## src/rtl/bf_mem_arbiter.sv

```systemverilog
// bf_mem_arbiter: shares one single-port memory between fetch and data ports; data first, fetch anti-starvation.
// Optional BF_ARB_TIMEOUT_EN: forced completion after TIMEOUT_CYCLES memory wait cycles, sticky err_o.
module bf_mem_arbiter #(
    parameter int ADDR_W         = 32,
    parameter int DATA_W         = 32,
    parameter int STARVE_LIMIT   = 4,
    parameter int TIMEOUT_CYCLES = 256
) (
    input  logic                clk_i,
    input  logic                rst_n_i,
    input  logic                if_valid_i,
    input  logic [ADDR_W-1:0]   if_addr_i,
    output logic                if_ready_o,
    output logic [DATA_W-1:0]   if_rdata_o,
    input  logic                d_valid_i,
    input  logic                d_we_i,
    input  logic [ADDR_W-1:0]   d_addr_i,
    input  logic [DATA_W-1:0]   d_wdata_i,
    input  logic [DATA_W/8-1:0] d_wstrb_i,
    output logic                d_ready_o,
    output logic [DATA_W-1:0]   d_rdata_o,
    output logic                mem_valid_o,
    output logic                mem_we_o,
    output logic [ADDR_W-1:0]   mem_addr_o,
    output logic [DATA_W-1:0]   mem_wdata_o,
    output logic [DATA_W/8-1:0] mem_wstrb_o,
    input  logic [DATA_W-1:0]   mem_rdata_i,
    input  logic                mem_ready_i,
    output logic                err_o
);
    localparam int CW = $clog2(STARVE_LIMIT + 1);

    typedef enum logic [1:0] {IDLE, BUSY_D, BUSY_IF} state_t;

    state_t        state, state_nxt;
    logic [CW-1:0] starve_cnt, starve_nxt;
    logic          grant_d, grant_if, done, timeout;

    if (STARVE_LIMIT < 1 || TIMEOUT_CYCLES < 1) begin : g_param_check
        $error("bf_mem_arbiter: STARVE_LIMIT and TIMEOUT_CYCLES must be >= 1");
    end

`ifdef BF_ARB_TIMEOUT_EN
    localparam int TW = $clog2(TIMEOUT_CYCLES + 1);

    logic [TW-1:0] wait_cnt;
    logic          err;

    // fires on the TIMEOUT_CYCLES-th consecutive busy cycle without mem_ready_i
    assign timeout = state != IDLE && !mem_ready_i && wait_cnt == TW'(TIMEOUT_CYCLES - 1);
    assign err_o   = err;

    always_ff @(posedge clk_i or negedge rst_n_i) begin
        if (!rst_n_i) begin
            wait_cnt <= '0;
            err      <= 1'b0;
        end else begin
            wait_cnt <= (state == IDLE || done) ? '0 : wait_cnt + 1'b1;
            err      <= err || timeout;
        end
    end
`else
    assign timeout = 1'b0;
    assign err_o   = 1'b0;
`endif

    assign done = state != IDLE && (mem_ready_i || timeout);

    always_comb begin
        grant_d    = state == IDLE && d_valid_i && !(if_valid_i && starve_cnt == CW'(STARVE_LIMIT));
        grant_if   = state == IDLE && !grant_d && if_valid_i;
        state_nxt  = grant_d ? BUSY_D : grant_if ? BUSY_IF : done ? IDLE : state;
        starve_nxt = state != IDLE ? starve_cnt :
                     (grant_if || !if_valid_i) ? '0 :
                     (grant_d && starve_cnt != CW'(STARVE_LIMIT)) ? starve_cnt + 1'b1 : starve_cnt;
    end

    always_ff @(posedge clk_i or negedge rst_n_i) begin
        if (!rst_n_i) begin
            state      <= IDLE;
            starve_cnt <= '0;
        end else begin
            state      <= state_nxt;
            starve_cnt <= starve_nxt;
        end
    end

    always_ff @(posedge clk_i or negedge rst_n_i) begin
        if (!rst_n_i) begin
            mem_valid_o <= 1'b0;
            mem_we_o    <= 1'b0;
            mem_addr_o  <= '0;
            mem_wdata_o <= '0;
            mem_wstrb_o <= '0;
        end else if (grant_d) begin
            mem_valid_o <= 1'b1;
            mem_we_o    <= d_we_i;
            mem_addr_o  <= d_addr_i;
            mem_wdata_o <= d_wdata_i;
            mem_wstrb_o <= d_wstrb_i;
        end else if (grant_if) begin
            mem_valid_o <= 1'b1;
            mem_we_o    <= 1'b0;
            mem_addr_o  <= if_addr_i;
            mem_wdata_o <= '0;
            mem_wstrb_o <= '0;
        end else if (done) begin
            mem_valid_o <= 1'b0;
            mem_we_o    <= 1'b0;
            mem_addr_o  <= '0;
            mem_wdata_o <= '0;
            mem_wstrb_o <= '0;
        end
    end

    assign if_ready_o = state == BUSY_IF && done;
    assign d_ready_o  = state == BUSY_D && done;
    assign if_rdata_o = if_ready_o ? (timeout ? DATA_W'(32'hDEAD_BEEF) : mem_rdata_i) : '0;
    assign d_rdata_o  = d_ready_o ? (timeout ? DATA_W'(32'hDEAD_BEEF) : mem_rdata_i) : '0;
endmodule
```

## config.mk

```make
export PLATFORM = sky130hd
export DESIGN_NAME = bf_mem_arbiter
export DESIGN_NICKNAME = d
export VERILOG_FILES = /design/src/rtl/bf_mem_arbiter.sv
export SDC_FILE = /design/constraint.sdc
export NUM_CORES = 1
export LEC_CHECK = 0
export BUFFER_PORTS_ARGS = -buffer_cell sky130_fd_sc_hd__buf_2
export CAP_MARGIN = 20
export CORE_AREA = 2 2 105 107
export DETAILED_ROUTE_END_ITERATION = 16
export DIE_AREA = 0 0 107 109
export MAX_ROUTING_LAYER = met4
export PLACE_DENSITY_LB_ADDON = 0.1
export SETUP_SLACK_MARGIN = 0.05
export SYNTH_ARGS = -nofsm -noshare
export SYNTH_HDL_FRONTEND = slang
export SYNTH_SLANG_ARGS = --single-unit
```

## constraint.sdc

```tcl
create_clock -name clk_i -period 1.65 [get_ports clk_i]
set_input_delay 0.33 -clock clk_i [delete_from_list [all_inputs] [get_ports clk_i]]
set_output_delay 0.33 -clock clk_i [all_outputs]
set_load 0.03 [all_outputs]
```

==> metrics.cfg <==
[run_status]
status = complete, but fails checks
violated_checks = setup timing

[logic_synthesis]
synthesis.instances = 300
netlist-cell-type-count = 28
mux_contribution_to_synthesized_area_pct = 0
post_synth_and_or_nand_nor_area_fraction_pct = 19.9
synth_top_family_by_area = compound AO/OA/AOI/OAI gates
synth_compound_area_share_pct = 20.7
synthAdderAreaFrac_pct = 0.723
synth.net_count = 440
synth_sequential_area_ratio_pct = 54.2
synth.area.top_cells = sky130_fd_sc_hd__dfrtp_1 54%, sky130_fd_sc_hd__and2_1 12%, sky130_fd_sc_hd__a22o_1 9.6%
yosys.area_share.xor_xnor_pct = 0
netlist_area_um2 = 3460
synth_area_per_cell_um2 = 11.5
synth.top_cell.area_share_pct = 54.2
ys_seq_elements = 75
netlist.top_cell.by_area = sky130_fd_sc_hd__dfrtp_1
synthesis.yosys.warnings = 0

[power]
power_switching_share_pct = 39.8
power.leakage_nw = 3.44
p_per_area_nw_per_um2 = 1210
comb_power_share_pct = 47.4
seq_power_share_pct = 33.0
final_total_pwr_mw = 7.52
power.switching_mw = 3.00
internal_power_mw = 4.53
pwr-share-clk_pct = 19.6
vdd.ir_drop.worst_mv = 0.584

[clock_tree]
cts_root_buf = sky130_fd_sc_hd__clkbuf_8
cts.htree.levels = 3
clk_path_buf_depth = 2
tritoncts = yes
cts.sinks = 75
skew_pair_late_insertion_delay_ns = 0.34
cts.reportedPaths.clkPinSlew_ns = 0.09
cts_made_buffers = 9

[timing]
rsz0062_at_grt = yes
post-route-min-period_ns = 1.91
min_period_over_period_pct = 116
fin_worst_skew_ns = 0.0134
post-route-worst-setup-slack_ns = -0.259
fin_tns_setup_ns = -26.33
achievable_freq_ghz = 0.524
final_max_slew_viol_count = 0
finalSetupViolations = 135
finalHoldViolCount = 0

[hold_path]
worstHoldEndpoint = mem_wstrb_o[2]$_DFFE_PN0P_
timing.hold.worst.class = input port to flip-flop
hold-path-cell-count = 2
worst_min_delay_path_startpoint = d_wstrb_i[2]

[worst_setup_path]
worst-r2r-cell-count = 6
setup.worst_path.start_class = flip-flop
cp_cell_instances = nor3b_4 -> buf_4 -> buf_12 -> and2_1 -> buf_6
max_stage_delay_ns = 0.45
r2r_setup_slack_ns = -0.26
r2r_end = mem_addr_o[14]$_DFFE_PN0P_
worst_ep_arrival_time_ns = 1.58
capturing_element_type_of_the_critical_path = output port
crit-reg2reg-launch = state[0]$_DFFE_PN0P_
critPathRequiredTime_ns = 1.32
cp.buffers_inverters = 3
path_delay_family = flip-flops
critical_path_class = flip-flop to output port
crit_slowest_cell = sky130_fd_sc_hd__dfrtp_2
crit_path_max_fanout = 17

[drt]
antenna_left = 0
drt-vias-per-instance = 4.90
routed_length_per_placed_instance_um = 17.3
detailroute.via_count = 3643
drc_errors = 0
totalWireLength_um = 12900
first_pass_iters = 4
detailedRoute.firstIterationViolations = 161

[floorplan]
initial_utilization_pct = 32.7
die-area_um2 = 11700
core_um2 = 10600
ios = 275
std_cell_rows = 38
vertical_die_dimension_um = 109
die_width_um = 107

[grt]
grt_max_degree = 39
use_met3_pct = 5.50
gr-total-overflow = 0
gr-usage-all-layers_pct = 20.9
gr-max-usage-layer = met2
grt_first_pass_wirelength_um = 18300
antenna_found_initial = 0
use_met2_pct = 34.4
met1_usage_pct = 24.7
via_count_of_the_first_global_routing_pass = 3744

[finish]
drive_above_1_share_pct = 62.7
seqCellArea_um2 = 1880
fillCellCount = 915
synthToLayoutAreaGrowth_pct = 79.0
layout_commonest_cell = sky130_fd_sc_hd__buf_2
multi_input_area_um2 = 1550
nets = 738
most-common-layout-cells = 206 x sky130_fd_sc_hd__buf_2, 73 x sky130_fd_sc_hd__dfrtp_1, 69 x sky130_fd_sc_hd__buf_6

[placed_design]
buffer_ports.inserted = 273
detailed_place_hpwl_um = 8220
placer_s_final_routability_congestion_estimate = 0.791

[job]
max_cap_viol_count = 0

==> flip-flops by register name, indices dropped and copies added (netlist names) <==
register	count
mem_wdata_o	32
mem_wstrb_o	4
starve_cnt	3
state	2
mem_addr_o	32
mem_valid_o	1
mem_we_o	1
==> cell type report <==
| cell class | instances | share of cell area [%] |
|---|---|---|
| clock buffers | 10 | 2.22 |
| clock inverters | 6 | 1.13 |
| flip-flops and latches | 75 | 30.3 |
| well taps | 140 | 2.82 |
| multi-input cells | 194 | 25.0 |
| repair buffers | 314 | 38.2 |
| diodes | 1 | 0.0404 |
| inverters | 4 | 0.242 |
==> cells by family (layout without fill, tap and decap cells) <==
group / Yosys count / after routing
AND/OR/NAND/NOR: 113 / 113
adder cells (fa/ha/maj): 2 / 2
flip-flops: 75 / 75
other: 1 / 2
buffers and inverters: 31 / 334
AO/OA/AOI/OAI: 78 / 78
==> cell usage after synthesis, drive strengths merged <==
cell and n:
nand3 1, o21ai 1, conb 1, a21o 2, inv 4, dfrtp 75
and3 32, a221o 32, a211oi 1, nor2 4, nor3b 2, nor2b 1
or2 1, ha 2, buf 14, nor3 1, or4 1, a32o 1
a21oi 1, o31ai 1, nand2 5, clkbuf 13, a22o 38, o22ai 1
and2 65
==> power by group through the flow <==
stage          registers [mW]  logic [mW]  clock network (mW)
2_1_floorplan            3.28        1.09                   0
3_3_place_gp             2.52        2.92                   0
3_5_place_dp             2.50        2.97                   0
4_1_cts                  2.48        3.38                1.52
5_1_grt                  2.53        3.75                1.61
6_report                 2.48        3.57                1.48
==> metal layers <==
metal / part of all wire, % / up-vias
met2: 49 / 173
li1: - / 1707
met1: 42 / 1735
met3: 6.2 / 28
met4: 2.3 / 0
met5: 0 / -
==> through the flow <==
step	hold WS [ns]	std cells	setup WS [ns]	utilization (%)	instance area [µm²]
2_1_floorplan	0.0344	300	0.0757	-	3500
3_3_place_gp	0.273	706	0.0372	48.8	5170
3_5_place_dp	0.274	706	-0.00271	48.8	5170
4_1_cts	0.179	733	-0.239	56.7	6010
5_1_grt	0.175	743	-0.357	58.5	6200
6_report	0.198	744	-0.259	58.5	6200
==> repair_timing <==
item | in CTS | in global routing
hold buffers | 1 | 0
setup endpoints to repair | 124 | 136
setup buffers | 6 | 5
gates cloned | 4 | 5
pin swaps | 8 | 8
resized for setup | 154 | 12
endpoints found under the hold margin | 23 | 0
==> worst max path at each step <==
stage / depth (start not counted) / from / slack, ns / to
2_1_floorplan: 4 / state[1]$_DFFE_PN0P_ / 0.08 / if_rdata_o[22]
3_3_place_gp: 6 / mem_ready_i / 0.04 / d_rdata_o[0]
3_5_place_dp: 4 / state[0]$_DFFE_PN0P_ / -0.003 / mem_addr_o[14]$_DFFE_PN0P_
4_1_cts: 5 / state[1]$_DFFE_PN0P_ / -0.24 / d_rdata_o[29]
5_1_grt: 5 / state[1]$_DFFE_PN0P_ / -0.36 / d_rdata_o[0]
6_report: 5 / state[1]$_DFFE_PN0P_ / -0.26 / d_rdata_o[0]
(Power assumes the default switching activity.)
